## src/rtl/rca_pipe.sv

```systemverilog
// rtl/rca_pipe.sv - pipelined ripple-carry adder, one SW-bit slice per stage; RCA_PIPE_OVF_EN adds signed-overflow output ov
module rca_pipe #(
    parameter int WIDTH  = 16,
    parameter int STAGES = 4
) (
    input  logic             clk,
    input  logic             rst,
    input  logic [WIDTH-1:0] a,
    input  logic [WIDTH-1:0] b,
    input  logic             ci,
    input  logic             in_valid,
    output logic             in_ready,
    output logic [WIDTH-1:0] s,
    output logic             co,
`ifdef RCA_PIPE_OVF_EN
    output logic             ov,
`endif
    output logic             out_valid,
    input  logic             out_ready
);

    localparam int SW = WIDTH / STAGES;

    // Index k of these arrays is what enters stage k; index 0 is the input port side.
    logic [WIDTH-1:0] op_a  [STAGES];
    logic [WIDTH-1:0] op_b  [STAGES];
    logic [WIDTH-1:0] sum_q [STAGES+1];
    logic [STAGES:0]  cy_q;
    logic [STAGES:0]  vld;
    logic [STAGES:0]  rdy;

    assign op_a[0]  = a;
    assign op_b[0]  = b;
    assign sum_q[0] = '0;
    assign cy_q[0]  = ci;
    assign vld[0]   = in_valid;

    // Ready ripples back from the output: a stage can load if empty or if its content moves on.
    always_comb begin
        rdy         = '0;
        rdy[STAGES] = out_ready;
        for (int k = STAGES - 1; k >= 0; k--) begin
            rdy[k] = !vld[k+1] || rdy[k+1];
        end
    end

    assign in_ready  = rdy[0];
    assign out_valid = vld[STAGES];
    assign s         = sum_q[STAGES];
    assign co        = cy_q[STAGES];

    for (genvar k = 0; k < STAGES; k++) begin : g_stage
        logic [SW:0]      add;
        logic [WIDTH-1:0] sum_n;
        logic [WIDTH-1:0] sum_r;
        logic             cy_r;
        logic             v_r;

        // Add this stage's operand slice with the carry handed over by the previous stage.
        always_comb begin
            add   = {1'b0, op_a[k][k*SW +: SW]} + {1'b0, op_b[k][k*SW +: SW]}
                  + {{SW{1'b0}}, cy_q[k]};
            sum_n = sum_q[k];
            sum_n[k*SW +: SW] = add[SW-1:0];
        end

        // Stage register: loads only when ready, otherwise holds data and valid.
        always_ff @(posedge clk) begin
            if (rst) begin
                v_r   <= 1'b0;
                sum_r <= '0;
                cy_r  <= 1'b0;
            end else if (rdy[k]) begin
                v_r   <= vld[k];
                sum_r <= sum_n;
                cy_r  <= add[SW];
            end
        end

        assign sum_q[k+1] = sum_r;
        assign cy_q[k+1]  = cy_r;
        assign vld[k+1]   = v_r;

        if (k < STAGES - 1) begin : g_fwd
            logic [WIDTH-1:0] a_r;
            logic [WIDTH-1:0] b_r;

            // Operands travel alongside the partial sum so later slices can still be added.
            always_ff @(posedge clk) begin
                if (rst) begin
                    a_r <= '0;
                    b_r <= '0;
                end else if (rdy[k]) begin
                    a_r <= op_a[k];
                    b_r <= op_b[k];
                end
            end

            assign op_a[k+1] = a_r;
            assign op_b[k+1] = b_r;
        end

`ifdef RCA_PIPE_OVF_EN
        if (k == STAGES - 1) begin : g_ovf
            logic ov_r;

            // Carry into the MSB is a^b^s at that bit; overflow is it XOR the final carry.
            always_ff @(posedge clk) begin
                if (rst) begin
                    ov_r <= 1'b0;
                end else if (rdy[k]) begin
                    ov_r <= op_a[k][WIDTH-1] ^ op_b[k][WIDTH-1] ^ add[SW-1] ^ add[SW];
                end
            end

            assign ov = ov_r;
        end
`endif
    end

endmodule

```

## config.mk

```make
export PLATFORM = sky130hd
export DESIGN_NAME = rca_pipe
export DESIGN_NICKNAME = d
export VERILOG_FILES = /design/src/rtl/rca_pipe.sv
export SDC_FILE = /design/constraint.sdc
export NUM_CORES = 1
export LEC_CHECK = 0
export CORE_ASPECT_RATIO = 0.75
export CORE_MARGIN = 5
export CORE_UTILIZATION = 50
export CTS_BUF_LIST = sky130_fd_sc_hd__clkbuf_8 sky130_fd_sc_hd__clkbuf_16
export CTS_CLUSTER_SIZE = 40
export DETAILED_ROUTE_END_ITERATION = 7
export PLACE_DENSITY = 0.72
export SYNTH_ARGS = -nofsm -noshare
export SYNTH_HDL_FRONTEND = slang
export SYNTH_SLANG_ARGS = --single-unit
```

## constraint.sdc

```tcl
create_clock -name clk -period 2.4 [get_ports clk]
set_input_delay 0.24 -clock clk [delete_from_list [all_inputs] [get_ports clk]]
set_output_delay 0.24 -clock clk [all_outputs]
set_load 0.01 [all_outputs]
```

==> reports/qor.yml, run 1 <==
detailed_routing:
  detail_route.first_pass.iterations: 5
  wl_per_cell_um: 13.0
  vias_per_cell: 5.03
  routed_wl_um: 8040
  ant_nets: 0
  vias: 3111
  drt_iter0_drc: 132
  drcViolationCount: 0
pwr:
  pwr-share-comb: 0.092
  power.clock.fraction: 0.340
  switching_share: 0.230
  vdd_ir_drop_max_v: 0.000330
  powerDensity_nw_per_um2: 649
  finalPower_mw: 3.02
  leakagePower_nw: 1.86
  switchingPower_mw: 0.695
  pwr-share-seq: 0.569
  internal_power_mw: 2.33
final_layout:
  antenna_cells: 0
  fin_cells: 619
  fin_nets: 571
  synthToLayoutAreaGrowth_pct: 20.0
  fillers: 679
  layout_common_cells: "160 x nand2_1, 96 x dfxtp_1, 83 x a21oi_1"
  final_common_cell: "nand2_1"
  layout-drive-gt1-share: 0.0598
sta:
  whs_ns: 0.433
  worst_slack_ns: 0.394
  drv_slew: 0
  tns_ns: 0
  clock_skew_ns: 0.0127
  rsz0062_at_grt: "false"
  worst_pin_slew_ns: 1.03
  hold_viol: 0
  period_minus_slack_ns: 2.01
  slew_headroom: 0.312
  fmax_mhz: 498
  finalSetupViolations: 0
  period_share: 0.836
critical_path:
  critPathSlowestCell: "clkdlybuf4s50_1"
  worstReg2RegEnd: "co"
  required_ns: 2.16
  setup.worst_path.end_class: "primary output"
  r2r_setup_slack_ns: 0.54
  crit_top_cell: "clkdlybuf4s50_1"
  worstReg2RegStart: "g_stage[2].cy_r"
  path_class: "in2out"
  path_cells: "clkdlybuf4s50_1, and4b_1, and2_4, inv_2, clkdlybuf4s50_1"
  arrival_ns: 1.77
  cp-start-kind: "primary input"
  crit_path_max_fanout: 5
  critPathMaxStageDelay_ns: 0.53
  r2r_cells: 5
synth:
  synth_seq_area_share: 0.495
  yosysUniqueCellTypes: 31
  synthMuxAreaShare: 0
  synth_fa_ha_area_frac: 0.0799
  ys_seq_elements: 96
  synth-compound-area-share: 0.141
  synth_top_family_by_area: "simple AND/OR/NAND/NOR gates"
  synth_area_per_cell_um2: 8.30
  syn_inst: 468
  synth_warnings: 0
  synth_xor_area_frac: 0.00677
  synth-simple-area-share: 0.223
  syn_nets: 525
  syn_area_um2: 3880
floorplanning:
  die_area_um2: 9650
  io_pins: 56
  num_rows: 27
  core_area_um2: 7470
  start_util: 0.520
  die_h_um: 86.3
  dieWidth_um: 112
global_routing:
  grt-ovfl-total: 0
  grt_usage: 0.177
  grt_pass1_wl_um: 14000
  antenna_found_initial: 0
  grt_max_degree: 62
  grt_pass1_vias: 3022
clock_tree:
  cts_repair_resize_count: 0
  hold_buffers: 0
  htree_levels: 3
  cts_tree: "built"
  insertion_delay_ns: 0.35
  clkTransAtPathRegs_ns: 0.09
  post-cts-setup-buffers: 0
  cts_buffers: 9
  max-clock-path-buffers: 2
  clock-sinks: 96
  root_buffer: "clkbuf_8"
hold_path:
  hold_path_end: "g_stage[0].g_fwd.a_r[6]"
  hold_path.startpoint: "a[6]"
  hold_path_class: "in2reg"
  whs_path_depth: 3
outcome:
  status: "completed"
place:
  gp_congestion: 0.782
  post-place-cells: 604
  pre_cts_ws_ns: 0.405
  place_hpwl_um: 5720
  portBuffers: 55
flow_run:
  maxCapViolCount: 0
[critical path, delay by kind of cell]
family,cells,cell delay (ns)
buffers and inverters,3,1.11
and+or+nand+nor,2,0.41
[through the flow]
step           cell area, um^2  utilization
6_report                  4660        0.624
5_1_grt                   4660        0.624
4_1_cts                   4660        0.624
3_5_place_dp              4470        0.598
3_3_place_gp              4470        0.598
2_1_floorplan             3880            -
[cell type report]
| type | instances | area, um^2 | share of cell area |
|---|---|---|---|
| multi-input combinational | 331 | 1750 | 0.376 |
| timing repair buffer | 66 | 628 | 0.135 |
| inverter | 10 | 37.5 | 0.00805 |
| sequential | 96 | 1920 | 0.412 |
| tap | 101 | 126 | 0.0271 |
| clock buffer | 10 | 138 | 0.0295 |
| clock inverter | 5 | 57.6 | 0.0123 |
[worst max path at each step]
stage | slack [ns] | end | start
detailed placement | 0.41 | in_ready | out_ready
global placement | 0.42 | in_ready | out_ready
floorplan | 0.66 | co | g_stage[2].cy_r
CTS | 0.40 | in_ready | out_ready
global route | 0.33 | in_ready | out_valid
finish | 0.39 | in_ready | out_ready
[power groups by stage]
stage / sequential [mW] / clock [mW] / combinational (mW)
2_1_floorplan: 1.75 / 0 / 0.155
3_3_place_gp: 1.75 / 0 / 0.271
3_5_place_dp: 1.76 / 0 / 0.277
4_1_cts: 1.72 / 1.06 / 0.279
5_1_grt: 1.73 / 1.12 / 0.314
6_report: 1.72 / 1.03 / 0.277
[state kept, by name, summed over array words and instances, names as in the netlist]
register / count
g_stage.cy_r: 3
g_stage.sum_r: 24
g_stage.g_fwd.a_r: 24
g_stage.v_r: 3
out_valid: 1
g_stage.g_fwd.b_r: 24
s: 16
co: 1
[cell families after synthesis]
kind of cell,Yosys count
flip-flops,96
AND/OR/NAND/NOR,207
adder cells (fa/ha/maj),20
buffers and inverters,41
XOR/XNOR,3
AO/OA/AOI/OAI,101
[cell usage after synthesis, drive strengths merged]
library cell / count / area share
nand4b: 3 / 0.0068
xnor2: 3 / 0.0068
and2: 1 / 0.0023
a21o: 4 / 0.0077
clkbuf: 16 / 0.015
nand3: 3 / 0.0039
or4: 3 / 0.0058
and3b: 1 / 0.0023
o21a: 2 / 0.0039
nor2b: 5 / 0.0081
ha: 12 / 0.039
o21ai: 3 / 0.0039
fa: 8 / 0.041
inv: 10 / 0.0097
buf: 15 / 0.029
a21oi: 84 / 0.11
nand3b: 4 / 0.0077
or2b: 1 / 0.0019
dfxtp: 96 / 0.50
and4b: 1 / 0.0026
a211oi: 8 / 0.017
nor2: 20 / 0.019
nand2: 160 / 0.15
nor3: 5 / 0.0077
[routing by layer]
layer / share of wire / wire length (um) / vias up / GRT usage
li1: - / - / 1619 / -
met4: 0.0091 / 73 / 0 / 0.0365
met5: 0 / 0 / - / 0
met2: 0.46 / 3700 / 74 / 0.294
met3: 0.052 / 421 / 7 / 0.0461
met1: 0.48 / 3850 / 1411 / 0.234
(Power assumes the default switching activity.)
==> run 2, diff against run 1 <==
==> constraint.sdc (replaced) <==
create_clock -name clk -period 2 [get_ports clk]
set_input_delay 0.2 -clock clk [delete_from_list [all_inputs] [get_ports clk]]
set_output_delay 0.2 -clock clk [all_outputs]
set_load 0.01 [all_outputs]
==> reports/qor.yml, run 2 (same netlist as run 1, synthesis figures left out) <==
sta:
  whs_ns: 0.371
  clock_skew_ns: 0.0100
  hold_viol: 0
  tns_ns: 0
  fmax_mhz: 522
  slew_headroom: 0.545
  period_minus_slack_ns: 1.92
  drv_slew: 0
  finalSetupViolations: 0
  rsz0062_at_grt: "false"
  worst_pin_slew_ns: 0.683
  period_share: 0.958
  worst_slack_ns: 0.0845
final_layout:
  synthToLayoutAreaGrowth_pct: 21.2
  final_common_cell: "nand2_1"
  fin_nets: 574
  final_cell_area_um2: 4710
  layout-drive-gt1-share: 0.0672
  layout_common_cells: "160 x nand2_1, 96 x dfxtp_1, 83 x a21oi_1"
  fin_cells: 622
  antenna_cells: 0
  reg_top3: "g_stage.g_fwd.a_r x24, g_stage.g_fwd.b_r x24, g_stage.sum_r x24"
clock_tree:
  post-cts-setup-buffers: 0
  root_buffer: "clkbuf_8"
  clock-sinks: 96
  hold_buffers: 0
  max-clock-path-buffers: 2
  cts_buffers: 9
  insertion_delay_ns: 0.35
  htree_levels: 3
  cts_repair_resize_count: 0
  clkTransAtPathRegs_ns: 0.09
  cts_tree: "built"
critical_path:
  r2r_setup_slack_ns: 0.15
  required_ns: 1.80
  worstSetupStartpoint: "out_valid"
  critPathSlowestCell: "clkdlybuf4s50_1"
  r2r_cells: 5
  crit_path_max_fanout: 6
  cp-start-kind: "flop"
  setup.worst_path.end_class: "primary output"
  worstReg2RegStart: "g_stage[2].cy_r"
  worstReg2RegEnd: "co"
  path_cells: "and4b_1, and2_4, inv_2, clkdlybuf4s50_1"
  arrival_ns: 1.72
  crit_end: "in_ready"
  path_class: "reg2out"
  critPathMaxStageDelay_ns: 0.53
place:
  place_hpwl_um: 5890
  post-place-cells: 607
  portBuffers: 55
  gp_congestion: 0.819
  dpl_cell_area_um2: 4500
  pre_cts_ws_ns: 0.0434
floorplanning:
  die_h_um: 86.3
  num_rows: 27
  die_area_um2: 9650
  start_util: 0.520
  core_area_um2: 7470
  dieWidth_um: 112
  io_pins: 56
global_routing:
  grt_pass1_wl_um: 14200
  grt-ovfl-total: 0
  grt_max_degree: 40
  grt_usage: 0.181
  grt_pass1_vias: 3159
  antenna_found_initial: 0
detailed_routing:
  wl_per_cell_um: 13.2
  routed_wl_um: 8210
  drt_iter0_drc: 108
  vias_per_cell: 5.08
  detail_route.first_pass.iterations: 4
  ant_nets: 0
  vias: 3162
  drcViolationCount: 0
pwr:
  vdd_ir_drop_max_v: 0.000388
  leakagePower_nw: 1.88
  powerDensity_nw_per_um2: 785
hold_path:
  hold_path_class: "in2reg"
outcome:
  status: "completed"
flow_run:
  maxCapViolCount: 0
run 2: cell types whose count changed in the layout (fill, tap and decap cells not counted):
| cell | previous run | this run |
|---|---|---|
| clkbuf_8 | 10 | 11 |
| clkinv_4 | 0 | 1 |
| inv_1 | 10 | 9 |
| buf_12 | 0 | 1 |
| inv_6 | 1 | 0 |
| buf_4 | 11 | 13 |
run 2: final cells by class:
type,count,area (um^2)
timing repair buffer,69,663
tap,101,126
fill,692,2760
clock buffer,11,151
clock inverter,4,53.8
inverter,10,37.5
sequential,96,1920
multi-input combinational,331,1750
run 2: how the worst min path moves through the flow:
stage | startpoint | end | slack, ns | depth (start not counted)
after floorplan | in_valid | g_stage[0].v_r | 0.32 | 2
after global placement | s[11] | s[11] | 0.44 | 2
after detailed placement | s[11] | s[11] | 0.44 | 2
after CTS | rst | g_stage[1].v_r | 0.37 | 2
after global routing | b[7] | g_stage[0].g_fwd.b_r[7] | 0.38 | 3
final | rst | g_stage[1].v_r | 0.37 | 2
run 2: critical path: cells and delay by family, from the launching register on:
kind,cells,cell delay (ns)
buffers and inverters,2,0.59
flip-flops,1,0.36
AND/OR/NAND/NOR,2,0.41
run 2: power by group:
group	internal (mW)	switching, mW
Combinational	0.180	0.152
Sequential	2.01	0.0569
Clock	0.642	0.656
run 2: stage by stage:
| stage | utilization | total power, mW |
|---|---|---|
| global placement | 0.603 | 2.43 |
| CTS | 0.630 | 3.71 |
| detailed placement | 0.603 | 2.44 |
| finish | 0.630 | 3.70 |
| global route | 0.630 | 3.84 |
| floorplan | - | 2.29 |
run 2: metal layers:
metal  track usage  share of wire
met1         0.230           0.48
met2         0.300           0.46
met3        0.0495          0.044
met4        0.0586          0.013
met5             0              0
==> run 3, diff against run 2 <==
--- a/config.mk
+++ b/config.mk
@@ -7,11 +7,12 @@
 export LEC_CHECK = 0
 export CORE_ASPECT_RATIO = 0.75
 export CORE_MARGIN = 5
-export CORE_UTILIZATION = 50
+export CORE_UTILIZATION = 49
 export CTS_BUF_LIST = sky130_fd_sc_hd__clkbuf_8 sky130_fd_sc_hd__clkbuf_16
+export CTS_CLUSTER_DIAMETER = 80
 export CTS_CLUSTER_SIZE = 40
 export DETAILED_ROUTE_END_ITERATION = 7
-export PLACE_DENSITY = 0.72
+export PLACE_DENSITY = 0.74
 export SYNTH_ARGS = -nofsm -noshare
 export SYNTH_HDL_FRONTEND = slang
 export SYNTH_SLANG_ARGS = --single-unit
==> constraint.sdc (replaced) <==
create_clock -name clk -period 1.6 [get_ports clk]
set_input_delay 0.16 -clock clk [delete_from_list [all_inputs] [get_ports clk]]
set_output_delay 0.16 -clock clk [all_outputs]
set_load 0.01 [all_outputs]
==> reports/qor.yml, run 3 (same netlist as run 1, synthesis figures left out) <==
outcome:
  status: "complete, but fails checks"
  violations: "negative setup slack"
sta:
  worst_slack_ns: -0.0338
  period_minus_slack_ns: 1.63
  period_share: 1.02
  fmax_mhz: 612
  worst_pin_slew_ns: 0.680
  drv_slew: 0
  whs_ns: 0.340
  hold_viol: 0
  finalSetupViolations: 1
  slew_headroom: 0.547
  rsz0062_at_grt: "true"
  clock_skew_ns: 0.0116
pwr:
  finalPower_mw: 4.69
  leakagePower_nw: 1.94
  vdd_ir_drop_max_v: 0.000540
  powerDensity_nw_per_um2: 968
flow_run:
  maxCapViolCount: 0
final_layout:
  fin_cells: 633
  fillers: 706
  fin_nets: 581
  antenna_cells: 0
  reg_top3: "g_stage.g_fwd.a_r x24, g_stage.g_fwd.b_r x24, g_stage.sum_r x24"
  layout-drive-gt1-share: 0.125
  final_common_cell: "nand2_1"
  synthToLayoutAreaGrowth_pct: 24.7
  layout_common_cells: "159 x nand2_1, 85 x dfxtp_1, 81 x a21oi_1"
detailed_routing:
  drcViolationCount: 0
  routed_wl_um: 7720
  drt_iter0_drc: 201
  ant_nets: 0
  detail_route.first_pass.iterations: 5
  vias_per_cell: 4.94
  vias: 3129
  wl_per_cell_um: 12.2
clock_tree:
  hold_buffers: 0
  clkTransAtPathRegs_ns: 0.09
  insertion_delay_ns: 0.36
  clock-sinks: 96
  cts_buffers: 9
  root_buffer: "clkbuf_8"
  htree_levels: 3
  max-clock-path-buffers: 2
  cts_tree: "built"
hold_path:
  whs_path_depth: 3
  hold_path.startpoint: "a[13]"
  hold_path_end: "g_stage[0].g_fwd.a_r[13]"
  hold_path_class: "in2reg"
critical_path:
  r2r_setup_slack_ns: -0.03
  path_class: "reg2reg"
  required_ns: 1.86
  path_cells: "fa_2, fa_2, a21o_1, a211oi_2, nor3_1"
  crit_top_cell: "fa_2"
  cp-start-kind: "flop"
  setup.worst_path.end_class: "flop"
  crit_path_max_fanout: 2
  r2r_cells: 5
  critPathSlowestCell: "fa_2"
  worstReg2RegEnd: "co"
  critPathMaxStageDelay_ns: 0.41
  arrival_ns: 1.89
  worstReg2RegStart: "g_stage[2].cy_r"
place:
  post-place-cells: 616
  portBuffers: 55
  gp_congestion: 0.774
  place_hpwl_um: 5650
  pre_cts_ws_ns: -0.284
global_routing:
  grt_pass1_vias: 2938
  grt_usage: 0.171
  grt_pass1_wl_um: 13700
  antenna_found_initial: 0
  grt_max_degree: 39
  grt-ovfl-total: 0
floorplanning:
  dieWidth_um: 113
  start_util: 0.497
  die_h_um: 87.1
  die_area_um2: 9820
  io_pins: 56
  num_rows: 28
  core_area_um2: 7810
-- run 3: changes by cell type in the layout (fill, tap and decap cells not counted), sizes merged --
cell           previous run  this run
clkinvlp                  2         1
clkbuf                   11        10
bufinv                    1         2
inv                      10        12
buf                      15        22
clkdlybuf4s50            54        53
-- run 3: power by group --
part / leakage (nW) / switching [mW] / internal [mW]
clock network: 0.107 / 0.796 / 0.869
logic: 1.04 / 0.193 / 0.243
registers: 0.794 / 0.0732 / 2.51
-- run 3: cell type report --
class	instances	area [um^2]	share of cell area
Clock buffer	9	124	0.0256
Inverter	10	37.5	0.00775
Timing Repair Buffer	76	736	0.152
Sequential cell	96	1940	0.400
Multi-Input combinational cell	331	1790	0.370
Clock inverter	6	85.1	0.0176
Tap cell	105	131	0.0271
-- run 3: critical path: cells and delay by family, from the launching register on --
family,cells,cell delay (ns)
DFF,1,0.34
and+or+nand+nor,1,0.06
adders and majority gates,2,0.78
AOI/OAI and AO/OA,2,0.37
-- run 3: stage by stage --
step,utilization,cell area [um^2],setup TNS [ns]
after global routing,0.620,4840,-0.155
after global placement,0.586,4580,-5.14
after floorplan,-,3890,0
final,0.620,4840,-0.0338
after CTS,0.615,4800,-0.0398
after detailed placement,0.586,4580,-5.51
-- run 3: worst max path at each step --
stage / startpoint / endpoint / slack (ns) / depth (start not counted)
2_1_floorplan: g_stage[2].g_fwd.b_r[12] / co / 0.02 / 5
3_3_place_gp: a[0] / g_stage[0].cy_r / -0.24 / 8
3_5_place_dp: a[0] / g_stage[0].cy_r / -0.28 / 8
4_1_cts: g_stage[2].cy_r / co / -0.03 / 5
5_1_grt: g_stage[2].cy_r / co / -0.15 / 5
6_report: g_stage[2].cy_r / co / -0.03 / 5
-- run 3: layer usage --
layer	global-route usage	part of all wire
met4	0.0338	0.0056
met5	0	0
met1	0.243	0.50
met2	0.252	0.43
met3	0.0597	0.067
-- run 3: repair_timing --
item,CTS,global route
pin swaps,3,8
buffers inserted,1,1
gates resized for setup,6,17
gates cloned,0,0
endpoints found under the setup margin,3,11
